--- config.mk ---
export PLATFORM = sky130hd
export DESIGN_NAME = seven_seg_scan_driver_flat
export DESIGN_NICKNAME = d
export VERILOG_FILES = /design/src/rtl/seven_seg_scan_driver_if.sv /design/src/rtl/seven_seg_scan_driver.sv /design/src/flat_wrapper.sv
export SDC_FILE = /design/constraint.sdc
export NUM_CORES = 1
export LEC_CHECK = 0
export CORE_ASPECT_RATIO = 2
export CORE_MARGIN = 1.5
export CORE_UTILIZATION = 35
export CTS_BUF_LIST = sky130_fd_sc_hd__clkbuf_16
export CTS_CLUSTER_SIZE = 16
export DETAILED_ROUTE_END_ITERATION = 7
export GPL_TIMING_DRIVEN = 0
export HOLD_SLACK_MARGIN = 0.03
export PLACE_DENSITY_LB_ADDON = 0.12
export SKIP_CTS_REPAIR_TIMING = 1
export SYNTH_ARGS = -nofsm -noshare
export SYNTH_HDL_FRONTEND = slang
export SYNTH_SLANG_ARGS = --single-unit
--- constraint.sdc ---
create_clock -name clk -period 9.7 [get_ports clk]
set_input_delay 1.455 -clock clk [delete_from_list [all_inputs] [get_ports clk]]
set_output_delay 1.455 -clock clk [all_outputs]
set_load 0.02 [all_outputs]
--- src/rtl/seven_seg_scan_driver_if.sv ---
// Bundle between the debug-value source and the scanned seven-segment driver.
// The source side (master) presents the value and display controls; the
// driver side (slave) returns the registered cathode/anode drives and the
// frame marker.
interface seven_seg_scan_driver_if #(
   parameter int NUM_DIGITS = 8
);
   logic [4*NUM_DIGITS-1:0] value;
   logic [NUM_DIGITS-1:0]   dp_mask;
   logic [NUM_DIGITS-1:0]   digit_enable;
   logic                    blank_lz;

   logic                    CA;
   logic                    CB;
   logic                    CC;
   logic                    CD;
   logic                    CE;
   logic                    CF;
   logic                    CG;
   logic                    DP;
   logic [NUM_DIGITS-1:0]   AN;
   logic                    frame_start;

   modport master (
      output value, dp_mask, digit_enable, blank_lz,
      input  CA, CB, CC, CD, CE, CF, CG, DP, AN, frame_start
   );

   modport slave (
      input  value, dp_mask, digit_enable, blank_lz,
      output CA, CB, CC, CD, CE, CF, CG, DP, AN, frame_start
   );
endinterface

--- src/rtl/seven_seg_scan_driver.sv ---
// Time-multiplexed hex display driver for up to 16 digits.
// A prescaler sets how long each digit stays lit, a digit index walks the
// anodes, and the displayed value is captured into shadow registers only at
// the frame boundary so a frame never mixes old and new digits.
// All outputs are registered from the next-state view of the scan, so the
// first cycle of digit 0 already shows the freshly captured shadow and lines
// up with frame_start.
module seven_seg_scan_driver #(
   parameter int NUM_DIGITS  = 8,
   parameter int REFRESH_DIV = 100000
) (
   input  logic                     clk,
   input  logic                     reset,
   seven_seg_scan_driver_if.slave   bus
);

   localparam int IDX_W = (NUM_DIGITS > 1) ? $clog2(NUM_DIGITS) : 1;
   localparam int DIV_W = (REFRESH_DIV > 1) ? $clog2(REFRESH_DIV) : 1;
   localparam logic [IDX_W-1:0] LAST_IDX = IDX_W'(NUM_DIGITS - 1);
   localparam logic [DIV_W-1:0] LAST_DIV = DIV_W'(REFRESH_DIV - 1);

   logic [DIV_W-1:0]        r_divCnt;
   logic [IDX_W-1:0]        r_idx;
   logic [4*NUM_DIGITS-1:0] r_shValue;
   logic [NUM_DIGITS-1:0]   r_shDp;
   logic [NUM_DIGITS-1:0]   r_shEn;
   logic                    r_shBlank;
   logic [NUM_DIGITS-1:0]   r_an;
   logic [6:0]              r_seg;
   logic                    r_dp;
   logic                    r_frameStart;

   logic                    w_tick;
   logic                    w_wrap;
   logic [DIV_W-1:0]        w_divNext;
   logic [IDX_W-1:0]        w_idxNext;
   logic [4*NUM_DIGITS-1:0] w_valueNext;
   logic [NUM_DIGITS-1:0]   w_dpNext;
   logic [NUM_DIGITS-1:0]   w_enNext;
   logic                    w_blankNext;
   logic [NUM_DIGITS-1:0]   w_blankMask;
   logic [3:0]              w_nibble;
   logic                    w_lit;
   logic [NUM_DIGITS-1:0]   w_anNext;
   logic [6:0]              w_segNext;
   logic                    w_dpOutNext;

   // Hex glyph table, bit 6 = segment a (CA) down to bit 0 = segment g (CG),
   // active-low; b and d are the lowercase forms so they differ from 8 and 0.
   function automatic logic [6:0] hexGlyph(input logic [3:0] nib);
      hexGlyph = 7'b1111111;
      case (nib)
         4'h0: hexGlyph = 7'b0000001;
         4'h1: hexGlyph = 7'b1001111;
         4'h2: hexGlyph = 7'b0010010;
         4'h3: hexGlyph = 7'b0000110;
         4'h4: hexGlyph = 7'b1001100;
         4'h5: hexGlyph = 7'b0100100;
         4'h6: hexGlyph = 7'b0100000;
         4'h7: hexGlyph = 7'b0001111;
         4'h8: hexGlyph = 7'b0000000;
         4'h9: hexGlyph = 7'b0000100;
         4'hA: hexGlyph = 7'b0001000;
         4'hB: hexGlyph = 7'b1100000;
         4'hC: hexGlyph = 7'b0110001;
         4'hD: hexGlyph = 7'b1000010;
         4'hE: hexGlyph = 7'b0110000;
         4'hF: hexGlyph = 7'b0111000;
         default: hexGlyph = 7'b1111111;
      endcase
   endfunction

   // Prescaler tick, frame wrap and the next scan position.
   always_comb begin
      w_tick    = (r_divCnt == LAST_DIV);
      w_wrap    = w_tick && (r_idx == LAST_IDX);
      w_divNext = w_tick ? '0 : r_divCnt + DIV_W'(1);
      w_idxNext = r_idx;
      if (w_wrap) begin
         w_idxNext = '0;
      end else if (w_tick) begin
         w_idxNext = r_idx + IDX_W'(1);
      end
   end

   // Shadow copy of the display controls, refreshed only on the frame wrap.
   always_comb begin
      w_valueNext = r_shValue;
      w_dpNext    = r_shDp;
      w_enNext    = r_shEn;
      w_blankNext = r_shBlank;
      if (w_wrap) begin
         w_valueNext = bus.value;
         w_dpNext    = bus.dp_mask;
         w_enNext    = bus.digit_enable;
         w_blankNext = bus.blank_lz;
      end
   end

   // Leading-zero mask: scan from the top digit down and blank every digit
   // above the highest non-zero nibble, always keeping digit 0 visible.
   always_comb begin
      logic w_seenNonZero;
      w_seenNonZero = 1'b0;
      w_blankMask   = '0;
      for (int i = NUM_DIGITS - 1; i >= 0; i--) begin
         if (w_valueNext[4*i +: 4] != 4'h0) begin
            w_seenNonZero = 1'b1;
         end
         if ((i != 0) && w_blankNext && !w_seenNonZero) begin
            w_blankMask[i] = 1'b1;
         end
      end
   end

   // Drive values for the digit that will be on screen after this edge.
   always_comb begin
      w_nibble    = w_valueNext[{w_idxNext, 2'b00} +: 4];
      w_lit       = w_enNext[w_idxNext] && !w_blankMask[w_idxNext];
      w_anNext    = '1;
      w_segNext   = 7'b1111111;
      w_dpOutNext = 1'b1;
      if (w_lit) begin
         w_anNext    = ~(NUM_DIGITS'(1) << w_idxNext);
         w_segNext   = hexGlyph(w_nibble);
         w_dpOutNext = ~w_dpNext[w_idxNext];
      end
   end

   // Scan state, shadow registers and registered display outputs.
   always_ff @(posedge clk) begin
      if (reset) begin
         r_divCnt     <= '0;
         r_idx        <= '0;
         r_shValue    <= '0;
         r_shDp       <= '0;
         r_shEn       <= '0;
         r_shBlank    <= 1'b0;
         r_an         <= '1;
         r_seg        <= 7'b1111111;
         r_dp         <= 1'b1;
         r_frameStart <= 1'b0;
      end else begin
         r_divCnt     <= w_divNext;
         r_idx        <= w_idxNext;
         r_shValue    <= w_valueNext;
         r_shDp       <= w_dpNext;
         r_shEn       <= w_enNext;
         r_shBlank    <= w_blankNext;
         r_an         <= w_anNext;
         r_seg        <= w_segNext;
         r_dp         <= w_dpOutNext;
         r_frameStart <= w_wrap;
      end
   end

   assign bus.CA          = r_seg[6];
   assign bus.CB          = r_seg[5];
   assign bus.CC          = r_seg[4];
   assign bus.CD          = r_seg[3];
   assign bus.CE          = r_seg[2];
   assign bus.CF          = r_seg[1];
   assign bus.CG          = r_seg[0];
   assign bus.DP          = r_dp;
   assign bus.AN          = r_an;
   assign bus.frame_start = r_frameStart;

endmodule

--- src/flat_wrapper.sv ---
// flat-port wrapper written by rule: the top's interface ports become plain ports
module seven_seg_scan_driver_flat 
#(
   parameter int NUM_DIGITS  = 8,
   parameter int REFRESH_DIV = 100000
)
  (clk, reset, bus_value, bus_dp_mask, bus_digit_enable, bus_blank_lz, bus_CA, bus_CB, bus_CC, bus_CD, bus_CE, bus_CF, bus_CG, bus_DP, bus_AN, bus_frame_start);
  seven_seg_scan_driver_if #(.NUM_DIGITS(NUM_DIGITS)) bus_i ();
  input  logic clk;
  input  logic reset;
  input wire logic [$bits(bus_i.value)-1:0] bus_value;
  input wire logic [$bits(bus_i.dp_mask)-1:0] bus_dp_mask;
  input wire logic [$bits(bus_i.digit_enable)-1:0] bus_digit_enable;
  input wire logic [$bits(bus_i.blank_lz)-1:0] bus_blank_lz;
  output wire logic [$bits(bus_i.CA)-1:0] bus_CA;
  output wire logic [$bits(bus_i.CB)-1:0] bus_CB;
  output wire logic [$bits(bus_i.CC)-1:0] bus_CC;
  output wire logic [$bits(bus_i.CD)-1:0] bus_CD;
  output wire logic [$bits(bus_i.CE)-1:0] bus_CE;
  output wire logic [$bits(bus_i.CF)-1:0] bus_CF;
  output wire logic [$bits(bus_i.CG)-1:0] bus_CG;
  output wire logic [$bits(bus_i.DP)-1:0] bus_DP;
  output wire logic [$bits(bus_i.AN)-1:0] bus_AN;
  output wire logic [$bits(bus_i.frame_start)-1:0] bus_frame_start;
  assign bus_i.value = bus_value;
  assign bus_i.dp_mask = bus_dp_mask;
  assign bus_i.digit_enable = bus_digit_enable;
  assign bus_i.blank_lz = bus_blank_lz;
  assign bus_CA = bus_i.CA;
  assign bus_CB = bus_i.CB;
  assign bus_CC = bus_i.CC;
  assign bus_CD = bus_i.CD;
  assign bus_CE = bus_i.CE;
  assign bus_CF = bus_i.CF;
  assign bus_CG = bus_i.CG;
  assign bus_DP = bus_i.DP;
  assign bus_AN = bus_i.AN;
  assign bus_frame_start = bus_i.frame_start;
  seven_seg_scan_driver #(.NUM_DIGITS(NUM_DIGITS), .REFRESH_DIV(REFRESH_DIV)) u_core (.clk(clk), .reset(reset), .bus(bus_i));
endmodule
==> results of run 1 <==
[how the worst max path moves through the flow]
| stage | end | from | slack [ns] |
|---|---|---|---|
| global route | u_core.r_seg[0] | u_core.r_idx[1] | 4.95 |
| global placement | u_core.r_seg[4] | u_core.r_idx[1] | 5.39 |
| floorplan | u_core.r_seg[4] | u_core.r_divCnt[12] | 6.31 |
| finish | u_core.r_seg[4] | u_core.r_idx[1] | 5.32 |
| detailed placement | u_core.r_seg[4] | u_core.r_idx[1] | 5.36 |
| CTS | u_core.r_seg[4] | u_core.r_idx[1] | 5.34 |
[through the flow]
step           instance area [sq um]  setup slack (ns)  cells  utilization [%]  power (mW)
6_report                        5590              5.32    803             44.8       0.741
4_1_cts                         5590              5.34    803             44.8       0.747
2_1_floorplan                   4430              6.31    570                -       0.369
3_5_place_dp                    5290              5.36    787             42.4       0.397
3_3_place_gp                    5290              5.39    787             42.4       0.396
5_1_grt                         5590              4.95    803             44.8       0.762
[critical path, cell delays in order (launching register included)]
cell and delay, ns:
dfxtp_1 0.46, ha_1 0.21, ha_1 0.13, clkbuf_1 0.37, clkbuf_1 0.47, nand3_1 0.35
clkbuf_1 0.38, o22ai_1 0.20, o21ai_0 0.11, a22oi_1 0.66, inv_1 0.15, ha_1 0.31
or3_1 0.40, o211ai_1 0.09
[cells by family (layout without fill, tap and decap cells)]
kind of cell / count (synthesis) / after routing / synth area share [%]
xor+xnor: 12 / 12 / 2.37
mux: 23 / 23 / 5.45
compound gates: 139 / 139 / 19.2
fa+ha+maj: 9 / 9 / 2.54
buf+inv: 48 / 131 / 4.63
simple gates: 253 / 253 / 27.0
flops: 86 / 86 / 38.8
[report_power, final]
part           switching (mW)  internal [mW]
clock network           0.152          0.200
registers             0.00101          0.354
logic                  0.0131         0.0201
[layout by cell type (no fill, tap or decap), types with 4 or more instances in the layout]
cell | Yosys | routed
nor3_1 | 12 | 12
a221oi_1 | 4 | 4
clkdlybuf4s50_1 | 0 | 67
buf_2 | 8 | 8
a31oi_1 | 4 | 4
nand2b_1 | 4 | 4
nor2_1 | 41 | 41
mux2i_1 | 19 | 19
a21oi_1 | 73 | 73
ha_1 | 9 | 9
and2_1 | 4 | 4
nor4_1 | 13 | 13
clkbuf_1 | 21 | 21
o22ai_1 | 7 | 7
clkbuf_16 | 0 | 9
dfxtp_1 | 86 | 86
nand2_1 | 117 | 117
xnor2_1 | 5 | 5
xor2_1 | 7 | 7
o22a_1 | 4 | 4
o221ai_1 | 9 | 9
inv_1 | 8 | 8
or3_1 | 16 | 16
nand3_1 | 25 | 25
buf_1 | 6 | 6
nand4_1 | 7 | 7
o21ai_0 | 17 | 17
[routing by layer]
metal	up-vias	part of all wire (%)	global-route usage, %
li1	2178	-	-
met1	2034	37	23.6
met2	117	56	42.3
met3	25	3.5	3.09
met4	0	3.3	10.6
met5	-	0	0
[state kept, by name (all words and copies together) (netlist names)]
| register | count |
|---|---|
| u_core.r_shValue | 32 |
| u_core.bus.DP | 1 |
| u_core.r_divCnt | 17 |
| u_core.r_seg | 7 |
| u_core.r_idx | 3 |
| u_core.r_shEn | 8 |
| u_core.bus.AN | 8 |
| u_core.bus.frame_start | 1 |
| u_core.r_shDp | 8 |
| u_core.r_shBlank | 1 |
[area by class of cell]
class	count	area (sq um)	share of cell area, %
Multi-Input combinational cell	436	2510	44.9
Clock inverter	7	71.3	1.28
Timing Repair Buffer	67	671	12.0
Sequential cell	86	1720	30.8
Buffer	38	168	3.00
Tap cell	150	188	3.36
Inverter	10	37.5	0.672
Clock buffer	9	225	4.03
==> impl_results.md, run 1 <==
* Number of inserted diodes at 0
* Top cell type's share of synthesized area at 38.8%
* Gate count of the mapped netlist at 570
* Main flop type after synthesis: dfxtp_1
* Clock H-tree levels at 3
* Highest Clock Rate at 228 MHz
* Boundary Pins at 68
* CTS tree: built
* Flip-flop and latch count after synthesis at 86
* Yosys warns at 0
* CTS clock-pin slew for the worst setup and hold paths at 0.06 ns
* Relative slew slack at 39.4%
* Number of hold-slack violations in the final timing report at 0
* Fillers at 1286
* Leading post-synthesis cells by instance count: nand2_1 (117), dfxtp_1 (86), a21oi_1 (73)
* Total number of vias at 4354
* Largest clock skew in the final design at 0.00979 ns
* DIE AREA at 0.0134 sq mm
* Number of detailed-route iterations in the first pass at 4
* Overall Global Routing Usage at 22.6%
* Net count of the finished layout at 708
* Final weighted congestion in routability-driven placement at 0.913
* TritonCTS Buffers at 9
* Synth top area cells: dfxtp_1 (39%), nand2_1 (9.9%), a21oi_1 (8.2%)
* Data arrival at the endpoint of the critical path at 4.65 ns
* Register-to-Register Path Depth at 13
* Slew at the pin closest to its max-slew limit at 0.902 ns
* Vias in the first global route at 4199
* RR Endpoint: u_core.r_seg[4]
* Sequential element share of the synthesized area at 38.8%
* Worst hold start: u_core.r_shValue[3]
* P_leak at 1.88 nW
* Shortest clock period the worst path allows after layout at 4.38 ns
* Worst supply voltage drop on vdd at 109 uV
* Final count of pins violating max slew at 0
* Post-detailed-routing wire length at 14600 microns
* Library cells used by synthesis at 59
* Setup repair after global routing missed its margin: no
* Number of antenna violations at the first check in global routing at 0
* Register-to-register setup slack at 5.32 ns
* Number of enable-type register cells in the synthesized netlist at 0
* Reg-to-reg critical path startpoint: u_core.r_idx[1]
* Rows at 58
* Summed instance area of the synthesized netlist at 0.00443 sq mm
* Power per standard cell area at 133 mW/mm^2
* Detailed-route vias per instance at 5.42
* Count of clock tree sinks at 86
* Clock network latency to the later pin of the worst-skew pair at 0.35 ns
* Most used standard cell by instance count after synthesis: nand2_1
* Height of the die at 162 microns
* Post-route clock period utilization at 45.2%
* Hold path depth at 2
* Placeable core region at 0.0125 sq mm
* Global-route congestion overflow total at 0
* Dpl hpwl at 11200 microns
* DIE WIDTH at 82.6 microns
* Hold slack final at 0.449 ns
* Max Cap Viol at 0
* Yosys top cell by area: dfxtp_1
* Critical Setup Path Class: reg2reg
* First-pass GRT wire length at 22400 microns
* Async S/R FF share, synth at 0%
* End point of the worst hold path: u_core.r_shValue[3]
* Critical path capture point type: flip-flop
* Count of unresolved DRC violations after routing at 0
* Total negative setup slack at 0 ns
* Initial Util at 35.5%
* Synthesized area divided by synthesized cell count at 7.78 sq um
* Final number of setup-violating endpoints at 0
* Post-detailed-route count of antenna-violating nets at 0
* Pin count of the biggest net entering global routing at 16
* Growth of design area from synthesis to finish at 26.0%
* CTS root buf: clkbuf_16
* Maximum fanout along the worst path at 10
* Required arrival time at the worst endpoint at 9.97 ns
* CP Launch Type: flip-flop
* Status: finished, final reports clean
* Class of the most critical hold timing path: reg2reg
* Nets in the synthesized netlist at 630
* Avg WL per Cell at 18.1 microns
* Number of buffers inserted by port buffering at 67
* Clock Path Buffers at 2
* Proportion of layout cells with a drive suffix above 1 at 6.43%
* DRC marker count from the first detailed-route iteration at 250
Note: power is estimated with default switching activity, not from simulation.
==> run 2: changes to the inputs <==
==> constraint.sdc (replaced) <==
create_clock -name clk -period 3.75 [get_ports clk]
set_input_delay 0.5625 -clock clk [delete_from_list [all_inputs] [get_ports clk]]
set_output_delay 0.5625 -clock clk [all_outputs]
set_load 0.02 [all_outputs]
==> run 2 against run 1 <==
Sequential cell count stayed put. Critical path type unchanged. Critical endpoint unchanged. Combinational power grew to 2.6 times the previous value. Critical path depth is 1 lower. Sequential power grew to 2.6 times the previous value. Routed wire length is 0.90% higher.
==> impl_results.md, run 2 (synthesis gave the netlist of run 1 again) <==
* Height of the die at 162 microns (unchanged)
* CP Launch Type: flip-flop
* Final weighted congestion in routability-driven placement at 0.913 (unchanged)
* CTS clock-pin slew for the worst setup and hold paths at 0.06 ns (about the same)
* Origin of the worst setup path: u_core.r_divCnt[12]
* Avg WL per Cell at 18.2 microns (+0.65%)
* Overall Global Routing Usage at 22.6% (unchanged)
* P_leak at 1.90 nW (+1.2%)
* Number of buffers inserted by port buffering at 67 (unchanged)
* Net count of the finished layout at 710 (+0.28%)
* Class of the most critical hold timing path: reg2reg
* Count of clock tree sinks at 86 (unchanged)
* Clock H-tree levels at 3 (unchanged)
* Leading cell type in the layout, fill and taps excluded: nand2_1
* Net switching power at 425 uW (+160%)
* DRC marker count from the first detailed-route iteration at 217 (-13%)
* Data arrival at the endpoint of the critical path at 3.83 ns (-0.82 ns)
* Post-detailed-routing wire length at 14700 microns (+0.90%)
* Slew at the pin closest to its max-slew limit at 0.617 ns (-0.285 ns)
* Final number of setup-violating endpoints at 0 (unchanged)
* Total number of vias at 4384 (+0.69%)
* Number of hold-slack violations in the final timing report at 0 (unchanged)
* Highest-count cells in the layout ignoring fill and taps: nand2_1 (117), dfxtp_1 (86), a21oi_1 (72), clkdlybuf4s50_1 (67), nor2_1 (40)
* Post-route cell area at 0.00565 sq mm (+1.0%)
* Relative slew slack at 58.9% (+19 points)
* Max Cap Viol at 0 (unchanged)
* Number of antenna violations at the first check in global routing at 0 (unchanged)
* Required arrival time at the worst endpoint at 4.02 ns (-5.95 ns)
* Maximum fanout along the worst path at 10 (unchanged)
* Growth of design area from synthesis to finish at 27.3%
* Largest reg by FF count: u_core.r_shValue
* TritonCTS Buffers at 9 (unchanged)
* Clock network latency to the later pin of the worst-skew pair at 0.34 ns (about the same)
* Clk pwr share at 47.4% (-0.2 points)
* Rows at 58 (unchanged)
* Number of detailed-route iterations in the first pass at 5 (+1)
* Status: finished, final reports clean
* Placeable core region at 0.0125 sq mm (unchanged)
* Switching portion of total power at 22.2% (-0.22 points)
* Detailed-route vias per instance at 5.45 (+0.44%)
* Largest register FFs at 32 (unchanged)
* Power per standard cell area at 338 mW/mm^2 (+160%)
* Initial Util at 35.5% (unchanged)
* Highest Clock Rate at 281 MHz (+23%)
* Critical Setup Path Class: reg2reg
* First-pass GRT wire length at 22400 microns (unchanged)
* Sequential Power Share at 48.1% (+0.2 points)
* Vias in the first global route at 4199 (unchanged)
* Proportion of layout cells with a drive suffix above 1 at 8.40% (+2.0 points)
* Power share of the combinational group at 4.5% (about the same)
* DIE WIDTH at 82.6 microns (unchanged)
* CTS root buf: clkbuf_16
* Pin count of the biggest net entering global routing at 16 (unchanged)
* Critical path capture point type: flip-flop
* Setup Slack @ Placement at -0.590 ns (-5.95 ns)
* DIE AREA at 0.0134 sq mm (unchanged)
* Final count of pins violating max slew at 0 (unchanged)
* Worst supply voltage drop on vdd at 282 uV (+160%)
* Global-route congestion overflow total at 0 (unchanged)
* Int Power at 1.49 mW (+160%)
* Post-route clock period utilization at 95.0% (+50 points)
* Top flop regs: u_core.r_shValue x32, u_core.r_divCnt x17
* CTS tree: built
* Clock Path Buffers at 2 (unchanged)
* Count of unresolved DRC violations after routing at 0 (unchanged)
* Number of inserted diodes at 0 (unchanged)
* Dpl hpwl at 11200 microns (unchanged)
* Boundary Pins at 68 (unchanged)
* Post-detailed-route count of antenna-violating nets at 0 (unchanged)
* Reg-to-reg critical path startpoint: u_core.r_divCnt[12]
* Shortest clock period the worst path allows after layout at 3.56 ns (-0.820 ns)
* Area after DPL at 0.00529 sq mm (unchanged)
* Largest clock skew in the final design at 0.00638 ns (-0.00342 ns)
* Crit path setup slack, layout at 0.189 ns (-5.13 ns)
* Worst hold start: u_core.r_shValue[3]
-- run 2: through the flow --
stage	hold slack (ns)	power, mW	TNS [ns]	std cells	utilization (%)
after floorplan	0.418	0.955	0	570	-
after global placement	0.428	1.03	-3.06	787	42.4
after detailed placement	0.441	1.03	-3.35	787	42.4
after CTS	0.451	1.93	-3.52	803	44.8
after global routing	0.476	1.97	-0.00641	805	45.2
final	0.449	1.91	0	805	45.2
-- run 2: cell type report --
type	count	area, sq um
plain buffers	37	170
clock buffers	9	225
clock inverters	7	71.3
fillers	1279	6840
inverters	10	37.5
multi-input cells	436	2540
flip-flops and latches	86	1720
well taps	150	188
repair buffers	70	693
-- run 2: path summary, 6_finish.rpt --
check | endpoint | slack, ns | cells past startpoint
max reg2reg | u_core.r_seg[4] | 0.19 | 12
min reg2reg | u_core.r_shValue[3] | 0.45 | 2
max | u_core.r_seg[4] | 0.19 | 12
min | u_core.r_shValue[3] | 0.45 | 2
-- run 2: per-layer routing --
| layer | GRT usage (%) | vias to the layer above | routed length [microns] |
|---|---|---|---|
| li1 | - | 2182 | - |
| met1 | 23.6 | 2059 | 5410 |
| met2 | 42.3 | 112 | 8210 |
| met3 | 3.09 | 31 | 471 |
| met4 | 10.6 | 0 | 597 |
| met5 | 0 | - | 0 |
-- run 2: critical path, stage by stage, from the launching register on --
cell and delay, ns:
dfxtp_1 0.37, or4b_4 0.57, nor4_4 0.26, buf_6 0.20, mux2_2 0.38, buf_4 0.19
or3_1 0.37, nand3_1 0.10, o21a_2 0.20, inv_1 0.09, ha_1 0.25, or3_1 0.40
o211ai_1 0.09
-- run 2: power by group through the flow --
stage / logic (mW) / clock network (mW) / registers [mW]
after floorplan: 0.0169 / 0 / 0.938
after CTS: 0.0872 / 0.928 / 0.918
after detailed placement: 0.0866 / 0 / 0.939
after global routing: 0.0920 / 0.962 / 0.918
final: 0.0861 / 0.906 / 0.918
after global placement: 0.0865 / 0 / 0.939
